===== src/rtl/anti_theft_fsm.sv =====
// Anti-theft alarm controller: tracks doors and ignition, sequences the countdown timer,
// and drives the status LED (blinking while armed) and the siren enable.
module anti_theft_fsm #(
    parameter int BLINK_HALF_PERIOD = 100_000_000
) (
    input  logic       clock,
    input  logic       reset,
    input  logic       ignition,
    input  logic       driver_door,
    input  logic       passenger_door,
    input  logic       reprogram,
    input  logic       expired,
    output logic       start_timer,
    output logic [1:0] interval,
    output logic       status,
    output logic       siren_enable,
    output logic [2:0] state_out
);

    typedef enum logic [2:0] {
        ARMED           = 3'd0,
        TRIGGERED       = 3'd1,
        SOUND_ALARM     = 3'd2,
        ALARM_HOLD      = 3'd3,
        DISARMED        = 3'd4,
        WAIT_DOOR_CLOSE = 3'd5,
        ARM_DELAY       = 3'd6
    } state_t;

    localparam logic [1:0] T_ARM_DELAY       = 2'b00;
    localparam logic [1:0] T_DRIVER_DELAY    = 2'b01;
    localparam logic [1:0] T_PASSENGER_DELAY = 2'b10;
    localparam logic [1:0] T_ALARM_ON        = 2'b11;

    localparam int            CW       = (BLINK_HALF_PERIOD > 1) ? $clog2(BLINK_HALF_PERIOD) : 1;
    localparam logic [CW-1:0] CNT_LAST = CW'(BLINK_HALF_PERIOD - 1);
    localparam logic [CW-1:0] CNT_ONE  = CW'(1);

    state_t        r_state;
    logic [CW-1:0] r_blink_cnt;
    logic          w_any_door;
    logic          w_blink_last;

    assign w_any_door   = driver_door | passenger_door;
    assign w_blink_last = (r_blink_cnt == CNT_LAST);
    assign state_out    = r_state;

    // Outputs are registered together with the state they belong to, so every
    // branch that changes state also sets the status/siren of the destination.
    always_ff @(posedge clock or posedge reset) begin
        if (reset) begin
            r_state      <= ARMED;
            r_blink_cnt  <= '0;
            start_timer  <= 1'b0;
            interval     <= T_ARM_DELAY;
            status       <= 1'b0;
            siren_enable <= 1'b0;
        end else begin
            start_timer <= 1'b0;
            if (reprogram) begin
                r_state      <= ARMED;
                r_blink_cnt  <= '0;
                status       <= 1'b0;
                siren_enable <= 1'b0;
            end else begin
                case (r_state)
                    ARMED: begin
                        if (driver_door) begin
                            r_state     <= TRIGGERED;
                            start_timer <= 1'b1;
                            interval    <= T_DRIVER_DELAY;
                            status      <= 1'b1;
                        end else if (passenger_door) begin
                            r_state     <= TRIGGERED;
                            start_timer <= 1'b1;
                            interval    <= T_PASSENGER_DELAY;
                            status      <= 1'b1;
                        end else if (w_blink_last) begin
                            r_blink_cnt <= '0;
                            status      <= ~status;
                        end else begin
                            r_blink_cnt <= r_blink_cnt + CNT_ONE;
                        end
                    end
                    TRIGGERED: begin
                        if (ignition) begin
                            r_state <= DISARMED;
                            status  <= 1'b0;
                        end else if (expired) begin
                            r_state      <= SOUND_ALARM;
                            siren_enable <= 1'b1;
                        end
                    end
                    SOUND_ALARM: begin
                        if (ignition) begin
                            r_state      <= DISARMED;
                            status       <= 1'b0;
                            siren_enable <= 1'b0;
                        end else if (!w_any_door) begin
                            r_state     <= ALARM_HOLD;
                            start_timer <= 1'b1;
                            interval    <= T_ALARM_ON;
                        end
                    end
                    ALARM_HOLD: begin
                        if (ignition) begin
                            r_state      <= DISARMED;
                            status       <= 1'b0;
                            siren_enable <= 1'b0;
                        end else if (w_any_door) begin
                            r_state <= SOUND_ALARM;
                        end else if (expired) begin
                            r_state      <= ARMED;
                            r_blink_cnt  <= '0;
                            status       <= 1'b0;
                            siren_enable <= 1'b0;
                        end
                    end
                    DISARMED: begin
                        if (!ignition && driver_door) begin
                            r_state <= WAIT_DOOR_CLOSE;
                        end
                    end
                    WAIT_DOOR_CLOSE: begin
                        if (ignition) begin
                            r_state <= DISARMED;
                        end else if (!w_any_door) begin
                            r_state     <= ARM_DELAY;
                            start_timer <= 1'b1;
                            interval    <= T_ARM_DELAY;
                        end
                    end
                    ARM_DELAY: begin
                        if (ignition) begin
                            r_state <= DISARMED;
                        end else if (w_any_door) begin
                            r_state <= WAIT_DOOR_CLOSE;
                        end else if (expired) begin
                            r_state     <= ARMED;
                            r_blink_cnt <= '0;
                            status      <= 1'b0;
                        end
                    end
                    default: begin
                        r_state      <= ARMED;
                        r_blink_cnt  <= '0;
                        status       <= 1'b0;
                        siren_enable <= 1'b0;
                    end
                endcase
            end
        end
    end

endmodule


===== config.mk =====
export PLATFORM = sky130hd
export DESIGN_NAME = anti_theft_fsm
export DESIGN_NICKNAME = d
export VERILOG_FILES = /design/src/rtl/anti_theft_fsm.sv
export SDC_FILE = /design/constraint.sdc
export NUM_CORES = 1
export LEC_CHECK = 0
export BUFFER_PORTS_ARGS = -buffer_cell sky130_fd_sc_hd__buf_2
export CORE_UTILIZATION = 30
export CTS_CLUSTER_DIAMETER = 200
export DETAILED_ROUTE_END_ITERATION = 7
export PLACE_DENSITY_LB_ADDON = 0.08
export SYNTH_ARGS = -nofsm -noshare
export SYNTH_HDL_FRONTEND = slang
export SYNTH_SLANG_ARGS = --single-unit

===== constraint.sdc =====
create_clock -name clock -period 5.7 [get_ports clock]
set_input_delay 0.57 -clock clock [delete_from_list [all_inputs] [get_ports clock]]
set_output_delay 0.57 -clock clock [all_outputs]
set_load 0.01 [all_outputs]

### After elaboration in Yosys (flattened, before gate mapping)

Cells that the tools add are included.

* register bits: 35
* output and inout port bits: 8

* add/subtract/negate cells: 1
* equal/unequal tests: 33
* muxes and demuxes: 54
* bitwise logic cells: 3
* reduce and logical (&&, ||, !) cells: 15

Operators by type and width (count)
* 2-to-1 mux 27 bit: 7
* one-hot mux 27 bit (3 select lines): 1
* 2-to-1 mux 3 bit: 15
* adder 27 x 1 -> 27 bit, second input constant: 1
* == test 27 bit, second input constant: 1
* != test 3 bit, second input constant: 9
* != test 4 bit, second input constant: 6
* one-hot mux 3 bit (7 select lines): 1
* 2-to-1 mux 1 bit: 20
* 2-to-1 mux 2 bit: 6
* AND reduction 6 bit: 2
* == test 3 bit, second input constant: 3
* != test 2 bit, second input constant: 4
* OR reduction 2 bit: 4
* OR reduction 4 bit: 2
* AND reduction 7 bit: 1
* == test 3 x 2 -> 1 bit, second input constant: 2
* != test 2 x 1 -> 1 bit, second input constant: 3
* != test 3 x 1 -> 1 bit, second input constant: 2
* one-hot mux 2 bit (3 select lines): 1
* != test 5 bit, second input constant: 1
* one-hot mux 1 bit (5 select lines): 1
* AND reduction 5 bit: 1
* one-hot mux 1 bit (4 select lines): 1
* other kinds (10): 11

### Depth between registers and ports, before layout

* depth after elaboration: 6
* depth in mapped cells: 9
* mapped depth without buffers: 6

### Worst setup path before layout

No wires, ideal clock.

* path kind: in2reg
* from: input port driver_door
* to: register r_blink_cnt[15]
* data arrival time: 2.290 ns
* setup slack: 3.333 ns
* cell stages on the path: 7
* buffers on the path: 2
* cells stage by stage: or4b_4 a2bb2oi_2 and2_4 buf_6 buf_6 or4_1 a21oi_1

* cells in the longest elaborated chain, start to end: 3
* elaborated cells on any way between the ends: 4
* classes of those cells: 2 x eq/ne; 1 x bitwise; 1 x reduce/logical

RTL lines
* start, declared: line 9 `input logic driver_door,`
* bitwise OR 1 bit: line 44 `assign w_any_door = driver_door | passenger_door;`
* != test 3 bit (no line)
* AND reduction 6 bit (no line) *
* end signal, assigned: line 82 `r_blink_cnt <= r_blink_cnt + CNT_ONE;`
* end, declared: line 40 `logic [CW-1:0] r_blink_cnt;`

Every way passes the cells marked *; elsewhere a longest branch is shown, timed or not.
A chain may end at the register's enable or synchronous reset.

### Worst setup path in the final report

* from: register r_blink_cnt[0]
* to: register r_blink_cnt[16]

* cells in the longest elaborated chain, start to end: 6
* elaborated cells on any way between the ends: 7
* classes of those cells: 1 x add/sub; 1 x eq/ne; 5 x mux

RTL lines
* adder 27 x 1 -> 27 bit or == test 27 bit (tied branches): line 82, 45
* 2-to-1 mux 27 bit *: line 78 `end else if (w_blink_last) begin`
* 2-to-1 mux 27 bit *: line 73 `end else if (passenger_door) begin`
* 2-to-1 mux 27 bit *: line 68 `if (driver_door) begin`
* one-hot mux 27 bit (3 select lines) *: line 66 `case (r_state)`
* 2-to-1 mux 27 bit *: line 60 `if (reprogram) begin`

Every way passes the cells marked *; elsewhere a longest branch is shown, timed or not. The select of a mux whose other input is x is not followed.

==> out/qor.yml <==
outcome:
  status: "complete, no violations"
worst_setup_path:
  crit_path_end_kind: "flip-flop"
  r2r_end: "r_blink_cnt[16]$_DFFE_PP0P_"
  crit_start: "r_blink_cnt[0]$_DFFE_PP0P_"
  arrival_ns: 3.05
  critical_path_class: "reg2reg"
  startpoint_type: "flip-flop"
  crit_path_end: "r_blink_cnt[16]$_DFFE_PP0P_"
  cp_max_fo: 18
  r2r_cells: 6
  r2r_slack_ns: 2.81
  worstPathRequired_ns: 5.85
  r2r_start: "r_blink_cnt[0]$_DFFE_PP0P_"
worst_hold_path:
  hold_class: "in2async"
global_route:
  grtUsageTotal: 0.1710
  grt_pass1_vias: 1896
  antenna_found_initial: 0
  grt_pass1_wl_mm: 10.19
  grt-ovfl-total: 0
  grt_max_degree: 36
run:
  maxCapViolCount: 0
sta:
  slew_headroom: 0.2256
  slew_viol_final: 0
  setup_viol: 0
  skew_ns: 0.009961
  hold_viol_final: 0
  rsz0062_at_grt: "no"
  setup_tns_ns: 0
  max_clock_freq_mhz: 345.7
  fin_crit_sh: 0.5075
  period_needed_ns: 2.893
  tightest_slew_ns: 1.152
yosys:
  async_reset_ff_frac: 1.000
  ys_ff_latch: 35
  syn_avg_cell_area_um2: 8.547
  ys_types: 52
  ys_seq_area_frac: 0.3941
  synth_area_leader_cell: "dfrtp_1"
  synth.top_cell.area_share: 0.3941
  netlist_instances: 260
  yosysMostFrequentCell: "dfrtp_1"
  syn_nets: 268
  yosys-top-cells-area: "dfrtp_1, a21oi_1, nand2_1"
  synthTopCellsByCount: "dfrtp_1, nand2_1, a21oi_1"
  syn-cell-area_um2: 2222
  yosys_most_used_dff: "dfrtp_1"
  synth_edf_count: 0
  yosysWarningCount: 0
final_layout:
  n_antenna_cell: 0
  drive_above_1_share: 0.1321
  nNetsFinal: 272
  areaGrowthSynthToFinish_pct: 10.64
floorplan:
  die-area_um2: 7755
  io_pins: 15
  die_h_um: 88.07
  coreArea_um2: 7214
  rows: 31
  start_util: 0.3080
  die_w_um: 88.07
route:
  vias_per_cell: 5.522
  avgRoutedWirePerCell_um: 16.44
  drt_drc_violations_left: 0
  dr.pass1.iters: 4
  ant_nets: 0
  vias: 2010
  wl_mm: 5.985
  first_iter_violations: 73
power_and_ir_drop:
  p_per_area_nw_per_um2: 262.2
  swShare: 0.3147
  pwr-share-seq: 0.447
  clkPwrFrac: 0.361
  pwr-share-comb: 0.192
  finalPower_w: 0.0006446
  intPower_w: 0.0004418
  peakVddDrop_uv: 128.6
  p_switching_w: 0.0002029
  leakagePower_nw: 0.9414
cts:
  ctsResizeCount: 0
  cts_hold_buf: 0
  cts_buffer_depth: 2
  clk_pin_slew_ns: 0.08
  root_buffer: "clkbuf_8"
  cts_post_setup_buffers_inserted: 0
  clkSinkCount: 35
  cts_tree: "built"
  htree_levels: 2
  numCtsBuffers: 5
  clkLatencyLatePin_ns: 0.29
placed_design:
  dp_hpwl_mm: 3.998
  numPortBuffers: 14
  gp_congestion: 0.7245
==> cell families (layout without fill, tap and decap cells) <==
family	Yosys count	in the layout	share of synthesized area
DFF	35	35	0.3941
adders and majority gates	1	1	0.005630
and+or+nand+nor	107	107	0.2692
xor gates and xnor gates	5	5	0.01971
buffers and inverters	29	34	0.05631
AOI/OAI and AO/OA	80	80	0.2404
muxes	3	3	0.01464
==> how the worst min path moves through the flow <==
| stage | end | from |
|---|---|---|
| CTS | r_blink_cnt[22]$_DFFE_PP0P_ | reset |
| finish | r_blink_cnt[12]$_DFFE_PP0P_ | reset |
| floorplan | r_blink_cnt[7]$_DFFE_PP0P_ | r_blink_cnt[7]$_DFFE_PP0P_ |
| detailed placement | interval[0]$_DFFE_PP0P_ | interval[0]$_DFFE_PP0P_ |
| global placement | interval[1]$_DFFE_PP0P_ | interval[1]$_DFFE_PP0P_ |
| global route | r_blink_cnt[4]$_DFFE_PP0P_ | reset |
==> state kept, by name (all words and copies together), names as in the netlist <==
register and flops:
r_blink_cnt 27, interval 2, state_out 3, start_timer 1
siren_enable 1, status 1
==> layer usage <==
| metal | vias to the layer above | GRT usage | part of all wire |
|---|---|---|---|
| met5 | - | 0 | 0 |
| met4 | 0 | 0.03959 | 0.0090 |
| met3 | 4 | 0.02922 | 0.034 |
| met2 | 37 | 0.2495 | 0.42 |
| met1 | 975 | 0.2609 | 0.53 |
| li1 | 994 | - | - |
==> stage by stage <==
stage / instance area, um^2 / setup WS (ns) / instances / hold WS, ns / util
after floorplan: 2222 / 3.333 / 260 / 0.4654 / -
after global placement: 2346 / 2.836 / 356 / 0.4928 / 0.3252
after detailed placement: 2346 / 2.826 / 356 / 0.4956 / 0.3252
after CTS: 2459 / 2.812 / 364 / 0.4023 / 0.3408
after global routing: 2459 / 2.595 / 364 / 0.4354 / 0.3408
final: 2459 / 2.807 / 364 / 0.3841 / 0.3408
==> worst max-delay path: stages (launching register included) <==
cell and delay, ns:
dfrtp_1 0.39, ha_1 0.25, nand2_1 0.10, or3_1 0.43, or4_1 0.76, a21oi_2 0.72
nor2_1 0.11
==> placed cells by master (no fill, tap or decap), types with 4 or more instances in the layout <==
master    Yosys  layout
xnor2_1       5       5
clkbuf_8      0       5
nor3_1        8       8
a31oi_1      12      12
nor2_1       16      16
dfrtp_1      35      35
nand2_1      22      22
a211oi_1      6       6
a21oi_1      18      18
nand3b_1      4       4
and3_1        6       6
o31ai_1       8       8
nand2b_1      4       4
nand4_1       5       5
buf_2         1      14
a41oi_1       4       4
o21ai_0      13      13
or4_1         8       8
or3_1         4       4
inv_1        11      11
nand3_1      15      15
==> final cells by class <==
type                    instances  area, um^2
clock buffers                   5       68.82
inverters                      11       41.29
clock inverters                 3       43.79
flip-flops and latches         35       875.8
fillers                       796        4756
well taps                      99       123.9
repair buffers                 15       77.57
multi-input cells             196        1227
==> power by group through the flow <==
stage                     Clock [W]  Sequential (W)  Combinational (W)
after global placement            0        0.000293           0.000126
final                      0.000232        0.000288           0.000124
after floorplan                   0        0.000283          0.0000977
after detailed placement          0        0.000293           0.000125
after global routing       0.000252        0.000292           0.000139
after CTS                  0.000240        0.000288           0.000125
Power figures use the tool's default switching activity.
